<file path="src/rtl/uart_tx_sched.sv">
`timescale 1ns/1ps
// uart_tx_sched
//
// Shares one UART transmit line among NUM_REQ byte requesters. Pending
// requests are arbitrated round-robin while the line is idle. The winning
// byte is latched and sent as an 8N1-style frame: one start bit, DATA_W data
// bits LSB first, and one stop bit. Every bit boundary is paced by baud_tick.
//
// Ports
//   clk        system clock
//   rst        asynchronous, active-low reset
//   baud_tick  one-clk pulse per bit period
//   req        per-client request, held high until that client's ack
//   data       flattened bytes; client i owns data[i*DATA_W +: DATA_W]
//   ack        one-hot, one-cycle pulse when a client's byte is latched
//   tx         serial line, idles high
//   busy       high whenever a frame is being handled (state != IDLE)
//   owner      index of the client whose frame is in flight (held when idle)
//   done       one-cycle pulse at the end of the stop bit
module uart_tx_sched #(
    parameter int NUM_REQ = 4,
    parameter int DATA_W  = 8
) (
    input  logic                         clk,
    input  logic                         rst,
    input  logic                         baud_tick,
    input  logic [NUM_REQ-1:0]           req,
    input  logic [NUM_REQ*DATA_W-1:0]    data,
    output logic [NUM_REQ-1:0]           ack,
    output logic                         tx,
    output logic                         busy,
    output logic [$clog2(NUM_REQ)-1:0]   owner,
    output logic                         done
);

    localparam int IDX_W = $clog2(NUM_REQ);
    localparam int CNT_W = (DATA_W > 1) ? $clog2(DATA_W) : 1;

    localparam logic [CNT_W-1:0] LAST_BIT = CNT_W'(DATA_W - 1);
    localparam logic [IDX_W-1:0] LAST_IDX = IDX_W'(NUM_REQ - 1);

    typedef enum logic [2:0] {
        IDLE,
        ARM,
        START,
        DATA,
        STOP
    } state_t;

    state_t              state_q,   state_d;
    logic [IDX_W-1:0]    ptr_q,     ptr_d;
    logic [DATA_W-1:0]   shreg_q,   shreg_d;
    logic [CNT_W-1:0]    bit_cnt_q, bit_cnt_d;
    logic                tx_q,      tx_d;
    logic [NUM_REQ-1:0]  ack_q,     ack_d;
    logic [IDX_W-1:0]    owner_q,   owner_d;
    logic                done_q,    done_d;
    logic                busy_q,    busy_d;

    logic                grant_vld;
    logic [IDX_W-1:0]    grant_idx;
    logic [IDX_W-1:0]    cand;
    logic [IDX_W-1:0]    ptr_next;

    // Index base+offs wrapped modulo NUM_REQ; offs is always < NUM_REQ.
    function automatic logic [IDX_W-1:0] wrap_idx(input logic [IDX_W-1:0] base,
                                                  input int offs);
        int sum;
        sum = int'(base) + offs;
        if (sum >= NUM_REQ) begin
            sum = sum - NUM_REQ;
        end
        return IDX_W'(sum);
    endfunction

    // Round-robin search: first set request at ptr, ptr+1, ... with wrap.
    always_comb begin
        grant_vld = 1'b0;
        grant_idx = '0;
        cand      = '0;
        for (int k = 0; k < NUM_REQ; k++) begin
            cand = wrap_idx(ptr_q, k);
            if (!grant_vld && req[cand]) begin
                grant_vld = 1'b1;
                grant_idx = cand;
            end
        end
    end

    assign ptr_next = (grant_idx == LAST_IDX) ? '0 : grant_idx + IDX_W'(1);

    // Next-state and registered-output values.
    always_comb begin
        state_d   = state_q;
        ptr_d     = ptr_q;
        shreg_d   = shreg_q;
        bit_cnt_d = bit_cnt_q;
        tx_d      = tx_q;
        owner_d   = owner_q;
        ack_d     = '0;
        done_d    = 1'b0;

        case (state_q)
            IDLE: begin
                // baud_tick is deliberately ignored here so the start bit
                // always gets a full tick period after the grant.
                if (grant_vld) begin
                    shreg_d          = data[int'(grant_idx)*DATA_W +: DATA_W];
                    ack_d[grant_idx] = 1'b1;
                    owner_d          = grant_idx;
                    ptr_d            = ptr_next;
                    state_d          = ARM;
                end
            end
            ARM: begin
                if (baud_tick) begin
                    tx_d    = 1'b0;
                    state_d = START;
                end
            end
            START: begin
                if (baud_tick) begin
                    tx_d      = shreg_q[0];
                    shreg_d   = shreg_q >> 1;
                    bit_cnt_d = '0;
                    state_d   = DATA;
                end
            end
            DATA: begin
                if (baud_tick) begin
                    if (bit_cnt_q == LAST_BIT) begin
                        tx_d    = 1'b1;
                        state_d = STOP;
                    end else begin
                        tx_d      = shreg_q[0];
                        shreg_d   = shreg_q >> 1;
                        bit_cnt_d = bit_cnt_q + CNT_W'(1);
                    end
                end
            end
            STOP: begin
                if (baud_tick) begin
                    tx_d    = 1'b1;
                    done_d  = 1'b1;
                    state_d = IDLE;
                end
            end
            default: begin
                state_d = IDLE;
                tx_d    = 1'b1;
            end
        endcase

        busy_d = (state_d != IDLE);
    end

    // State and output registers; reset abandons any frame in flight.
    always_ff @(posedge clk or negedge rst) begin
        if (!rst) begin
            state_q   <= IDLE;
            ptr_q     <= '0;
            shreg_q   <= '0;
            bit_cnt_q <= '0;
            tx_q      <= 1'b1;
            ack_q     <= '0;
            owner_q   <= '0;
            done_q    <= 1'b0;
            busy_q    <= 1'b0;
        end else begin
            state_q   <= state_d;
            ptr_q     <= ptr_d;
            shreg_q   <= shreg_d;
            bit_cnt_q <= bit_cnt_d;
            tx_q      <= tx_d;
            ack_q     <= ack_d;
            owner_q   <= owner_d;
            done_q    <= done_d;
            busy_q    <= busy_d;
        end
    end

    assign tx    = tx_q;
    assign ack   = ack_q;
    assign owner = owner_q;
    assign done  = done_q;
    assign busy  = busy_q;

endmodule

</file>
<file path="config.mk">
export PLATFORM = sky130hd
export DESIGN_NAME = uart_tx_sched
export DESIGN_NICKNAME = d
export VERILOG_FILES = /design/src/rtl/uart_tx_sched.sv
export SDC_FILE = /design/constraint.sdc
export NUM_CORES = 1
export LEC_CHECK = 0
export BUFFER_PORTS_ARGS = -buffer_cell sky130_fd_sc_hd__clkbuf_2
export CORE_MARGIN = 2
export CORE_UTILIZATION = 40
export CTS_BUF_LIST = sky130_fd_sc_hd__clkbuf_16
export DETAILED_ROUTE_END_ITERATION = 8
export SLEW_MARGIN = 0
export SYNTH_ARGS = -nofsm -noshare
export SYNTH_HDL_FRONTEND = slang
export SYNTH_SLANG_ARGS = --single-unit
</file>
<file path="constraint.sdc">
create_clock -name clk -period 2.8 [get_ports clk]
set_input_delay 0.14 -clock clk [delete_from_list [all_inputs] [get_ports clk]]
set_output_delay 0.14 -clock clk [all_outputs]
set_load 0.05 [all_outputs]
</file>
# Word level (Yosys, flattened, before mapping)
# Cells that the tools add are included.
dict set report op_classes {
  n_mux 49
  eq_ne 12
  n_reduce_logical 15
  n_shift 1
  n_addsub 9
  order_cmp 10
  n_bitwise 1
}
# operator n
set op_table {}
lappend op_table {{$mux W8} 4}
lappend op_table {{$shiftx A32 B6 Y8} 1}
lappend op_table {{$mux W3} 9}
lappend op_table {{$pmux W8 S3} 1}
lappend op_table {{$mux W2} 9}
lappend op_table {{$mux W1} 16}
lappend op_table {{$lt A2 B3 Y1 const B} 5}
lappend op_table {{$pmux W3 S5} 1}
lappend op_table {{$ne A2 B2 Y1 const B} 6}
lappend op_table {{$reduce_and A5 Y1} 2}
lappend op_table {{$ge A3 B3 Y1 const B} 3}
lappend op_table {{$bmux W1 S2} 4}
lappend op_table {{$mux W4} 2}
lappend op_table {{$sub A2 B1 Y2 const B} 4}
lappend op_table {{$add A2 B2 Y3 const B} 2}
lappend op_table {{$eq A3 B2 Y1 const B} 2}
lappend op_table {{$eq A3 B3 Y1 const B} 2}
lappend op_table {{$pmux W3 S2} 1}
lappend op_table {{$reduce_bool A3 Y1} 2}
lappend op_table {{$pmux W1 S5} 1}
lappend op_table {{$logic_and A1 B1 Y1} 4}
lappend op_table {{$reduce_and A4 Y1} 1}
lappend op_table {{$add A2 B1 Y3 const B} 1}
lappend op_table {{$add A3 B1 Y3 const B} 1}
lappend op_table {{other kinds (11)} 13}
dict set report totals {
  output_inout_bits 9
  regBits 25
}

# Longest topological paths before layout
dict set report logic_depth {
  word_depth 20
  depth_mapped 7
}

# Least setup slack after synthesis
# OpenSTA, ideal clock, no wires.
dict set report synth_timing {
  path_type {register to register}
  startpoint {register ptr_q[1]}
  endpoint {register shreg_q[7]}
  path_slack_ns 1.026
  setup_time_ns 0.126
  n_path_buf 0
  synth_period_minus_slack_ns 1.774
  t_arrival_ns 1.648
  stages_incl_launch_ff 7
  path_cell_list {dfrtp_1 -> nand2b_1 -> a21oi_2 -> nor2_4 -> inv_2 -> mux2_4 -> a221o_1}
}
dict set report synth_between {
  elab_chain_len 17
  word_cells_on_any_way 42
  classes_between {7 x add/sub; 4 x order compare; 1 x eq/ne; 1 x shift; 22 x mux; 7 x reduce/logical}
}
# item line
set synth_rtl {}
lappend synth_rtl {{start: declaration} 51} ;# logic [IDX_W-1:0] ptr_q, ptr_d;
lappend synth_rtl {{start signal: assignment} 171} ;# ptr_q <= ptr_d;
lappend synth_rtl {{branches (longest 13 deep; another with $add A2 B1 Y3)} n/a}
lappend synth_rtl {{$mux W2 (*)} 83} ;# if (!grant_vld && req[cand]) begin
lappend synth_rtl {{net grant_idx[0]} 61} ;# logic [IDX_W-1:0] grant_idx;
lappend synth_rtl {{$shiftx A32 B6 Y8 (*)} 108} ;# shreg_d = data[int'(grant_idx)*DATA_W +: DATA_W];
lappend synth_rtl {{$mux W8 (*)} 107} ;# if (grant_vld) begin
lappend synth_rtl {{$pmux W8 S3 (*)} 103} ;# case (state_q)
lappend synth_rtl {{end signal: assignment} 172} ;# shreg_q <= shreg_d;
lappend synth_rtl {{end: declaration} 52} ;# logic [DATA_W-1:0] shreg_q, shreg_d;
# Mark *: on every way through the listed nets, which the timed path passes. The select of a mux whose other input is x is not followed.
# A chain may end at the register's enable or synchronous reset.

# Worst setup path in the final report
# Same ends and word-level chain as after synthesis.

==> summary.txt <==
Status
  • Outcome: finished clean

Floorplanning
  • Die area: 0.00463 mm2
  • # rows: 23
  • Core area: 0.00397 mm2
  • Die H: 68.1 um
  • # IOs: 48
  • Initial Util: 41.3%
  • Die width: 68.1 um

Setup path
  • Crit-path max FO: 17
  • CP Class: flop to flop
  • CP cell instances: nand2_1, o2bb2ai_2, nor2_4, inv_2, mux2_4, a221o_1
  • Worst Path Arrival: 2180 ps
  • CP Capture Type: flop
  • Slowest cell on crit path: o2bb2ai_2
  • CP Data Required Time: 2940 ps
  • Critical path's largest stage delay: 540 ps
  • Buf/Inv on CP: 1
  • CP Launch Type: flop
  • Cell family with most CP delay: compound AO/OA/AOI/OAI gates

CTS
  • CTS tree: yes
  • Total clock sinks: 25
  • Resized cells post-CTS: 0
  • Clock transition at the registers of the reported paths: 60 ps
  • Clock latency at the later pin of the worst-skew pair: 260 ps
  • CTS max path bufs: 2
  • Post-CTS setup buffer count: 0
  • Clk root buf: clkbuf_16
  • Htree depth: 1
  • TritonCTS buffer count: 3

Global routing
  • Grt met1 use: 29.6%
  • GRT overflow: 0
  • Met3 GRT Util: 0.987%
  • GR peak layer: met1
  • Largest net degree at the start of global routing: 26
  • Vias in the first global route: 1378
  • Global-route wire length before repair: 6720 um
  • Initial antenna violation count: 0
  • Tot GR Track Use: 19.1%
  • Grt met2 use: 28.3%

Routing
  • Wire length per cell: 14.5 um
  • Initial DRC Count: 38
  • Final ANT Viol Nets: 0
  • Via count: 1522
  • Final routed DRC violation total: 0
  • Aggregate routed wire length: 4030 um
  • Vias per cell: 5.49
  • Pre-Repair DR Iteration Count: 4

Synth
  • Synth Cell Area: 0.00164 mm2
  • Syn. warnings: 0
  • Syn avg cell area: 9.02 um2
  • Net Count, Synth: 227
  • Post-synth cell types: 41
  • Most common cell in the netlist: dfrtp_1
  • Post-synth top cells: 24 x dfrtp_1, 22 x o21ai_0, 14 x nor2_1
  • Post-synthesis sequential area ratio: 38.2%
  • Ys async rst share: 100%
  • Main synth FF type: dfrtp_1
  • Leading post-synthesis cells by cell area: dfrtp_1 37%, o21ai_0 6.7%, o221a_1 4.8%
  • Number of flops mapped to enable cells by yosys: 0
  • Cells after Synth: 182
  • #FFs+latches synth: 25
  • Cell taking the most area after synthesis: dfrtp_1
  • Post-synth top area share: 36.6%

Placement
  • Routability Congestion: 0.797
  • I/O Buffers: 47
  • Detail Placement HPWL: 3050 um
  • Placed Instances: 272

Layout
  • Multi-input logic area: 937 um2
  • Share of layout cells above drive strength 1: 29.5%
  • Non-Filler Instances: 277
  • Nets: 273
  • Fillers: 397
  • Layout area overhead: 21.6%
  • Diodes inserted: 0
  • Seq. cell area: 627 um2

Timing
  • Worst Skew: 5.33 ps
  • Final Setup Violations: 0
  • Actual slew at the worst max-slew pin: 747 ps
  • RSZ-0062 raised after global routing: no
  • Pins Over Slew Limit: 0
  • Final setup TNS: 0 ps
  • Slew margin rel.: 50.2%
  • Fmax: 490 MHz
  • Final Hold Fails: 0
  • Final min period: 2040 ps
  • Final worst-path cycle share: 72.9%

Run
  • MaxCap Viol Count: 0

Pwr
  • LEAKAGE: 0.971 nW
  • PwrDens: 782 mW/mm2
  • Peak supply drop: 0.000370 V

Min path
  • Hold crit path type: primary input to flop
## routing by layer
layer / vias to the layer above / wire length, um / share of wire (%)
met5: - / 0 / 0
met4: 0 / 53 / 1.3
met3: 4 / 117 / 2.9
met2: 35 / 1790 / 45
met1: 697 / 2060 / 51
li1: 786 / - / -
## cell type report
type	count	share of cell area, %
Clock buffer	3	3.76
Multi-Input combinational cell	141	46.9
Sequential cell	25	31.4
Inverter	6	1.13
Timing Repair Buffer	51	13.4
Clock inverter	1	0.251
Tap cell	50	3.13
## per-stage QoR
stage / hold slack [ps] / util, % / instance area [um2] / setup slack (ps) / power (W)
3_5_place_dp: 196 / 48.0 / 1910 / 759 / 0.00124
3_3_place_gp: 195 / 48.0 / 1910 / 828 / 0.00123
2_1_floorplan: -156 / - / 1640 / 1030 / 0.00108
4_1_cts: 213 / 50.3 / 2000 / 767 / 0.00157
5_1_grt: 261 / 50.3 / 2000 / 602 / 0.00168
6_report: 218 / 50.3 / 2000 / 759 / 0.00156
## sequential cells by signal (all words and copies together), names as in the netlist, 2 cells and up
register / cells
shreg_q: 8
ack: 4
bit_cnt_q: 3
state_q: 3
owner: 2
ptr_q: 2
## cell usage in the layout, fill, tap and decap left out, drive strengths merged, types with 2 or more instances in the layout
| cell type | netlist | final |
|---|---|---|
| dfrtp | 24 | 24 |
| a21o | 10 | 10 |
| ha | 6 | 6 |
| a211oi | 9 | 9 |
| nand3 | 11 | 11 |
| nand2 | 13 | 13 |
| nand4 | 7 | 7 |
| inv | 6 | 6 |
| a31oi | 7 | 7 |
| nor3 | 6 | 6 |
| clkbuf | 6 | 50 |
| and3 | 4 | 4 |
| nand2b | 2 | 2 |
| o21ai | 22 | 22 |
| buf | 4 | 3 |
| mux2 | 2 | 2 |
| nor2 | 17 | 17 |
| o221a | 7 | 7 |
| a21oi | 4 | 4 |
## worst paths after layout
path	start	end	slack (ps)	cells after the start
max	ptr_q[1]	shreg_q[7]	760	6
min	baud_tick	done	220	3
max reg2reg	ptr_q[1]	shreg_q[7]	760	6
min reg2reg	tx	tx	480	2
max in group asynchronous	rst	shreg_q[7]	1950	2
min in group asynchronous	rst	ack[0]	430	2
## where the power goes
part | leakage [nW] | internal (W) | switching, W
Clock | 0.0409 | 0.000193 | 0.000129
Sequential | 0.309 | 0.000468 | 0.000110
Combinational | 0.621 | 0.000273 | 0.000387
## worst reg2reg max path, stage by stage (launching register included)
cell and delay [ps]:
dfrtp_1 440, nand2_1 120, o2bb2ai_2 540, nor2_4 90, inv_2 110, mux2_4 300
a221o_1 330
## logic make-up (layout without fill, tap and decap cells)
logic type,after synthesis,in the layout,synth area share (%)
compound gates,68,68,30.1
simple gates,64,64,20.2
flops,25,25,38.2
buf+inv,16,61,4.73
fa+ha+maj,6,6,4.57
mux,3,3,2.21
## repair_timing
action,4_1_cts,5_1_grt
hold buffers,1,0
setup endpoints to repair,0,0
endpoints found under the hold margin,24,0
No activity file was read; power rests on OpenSTA's default activity.
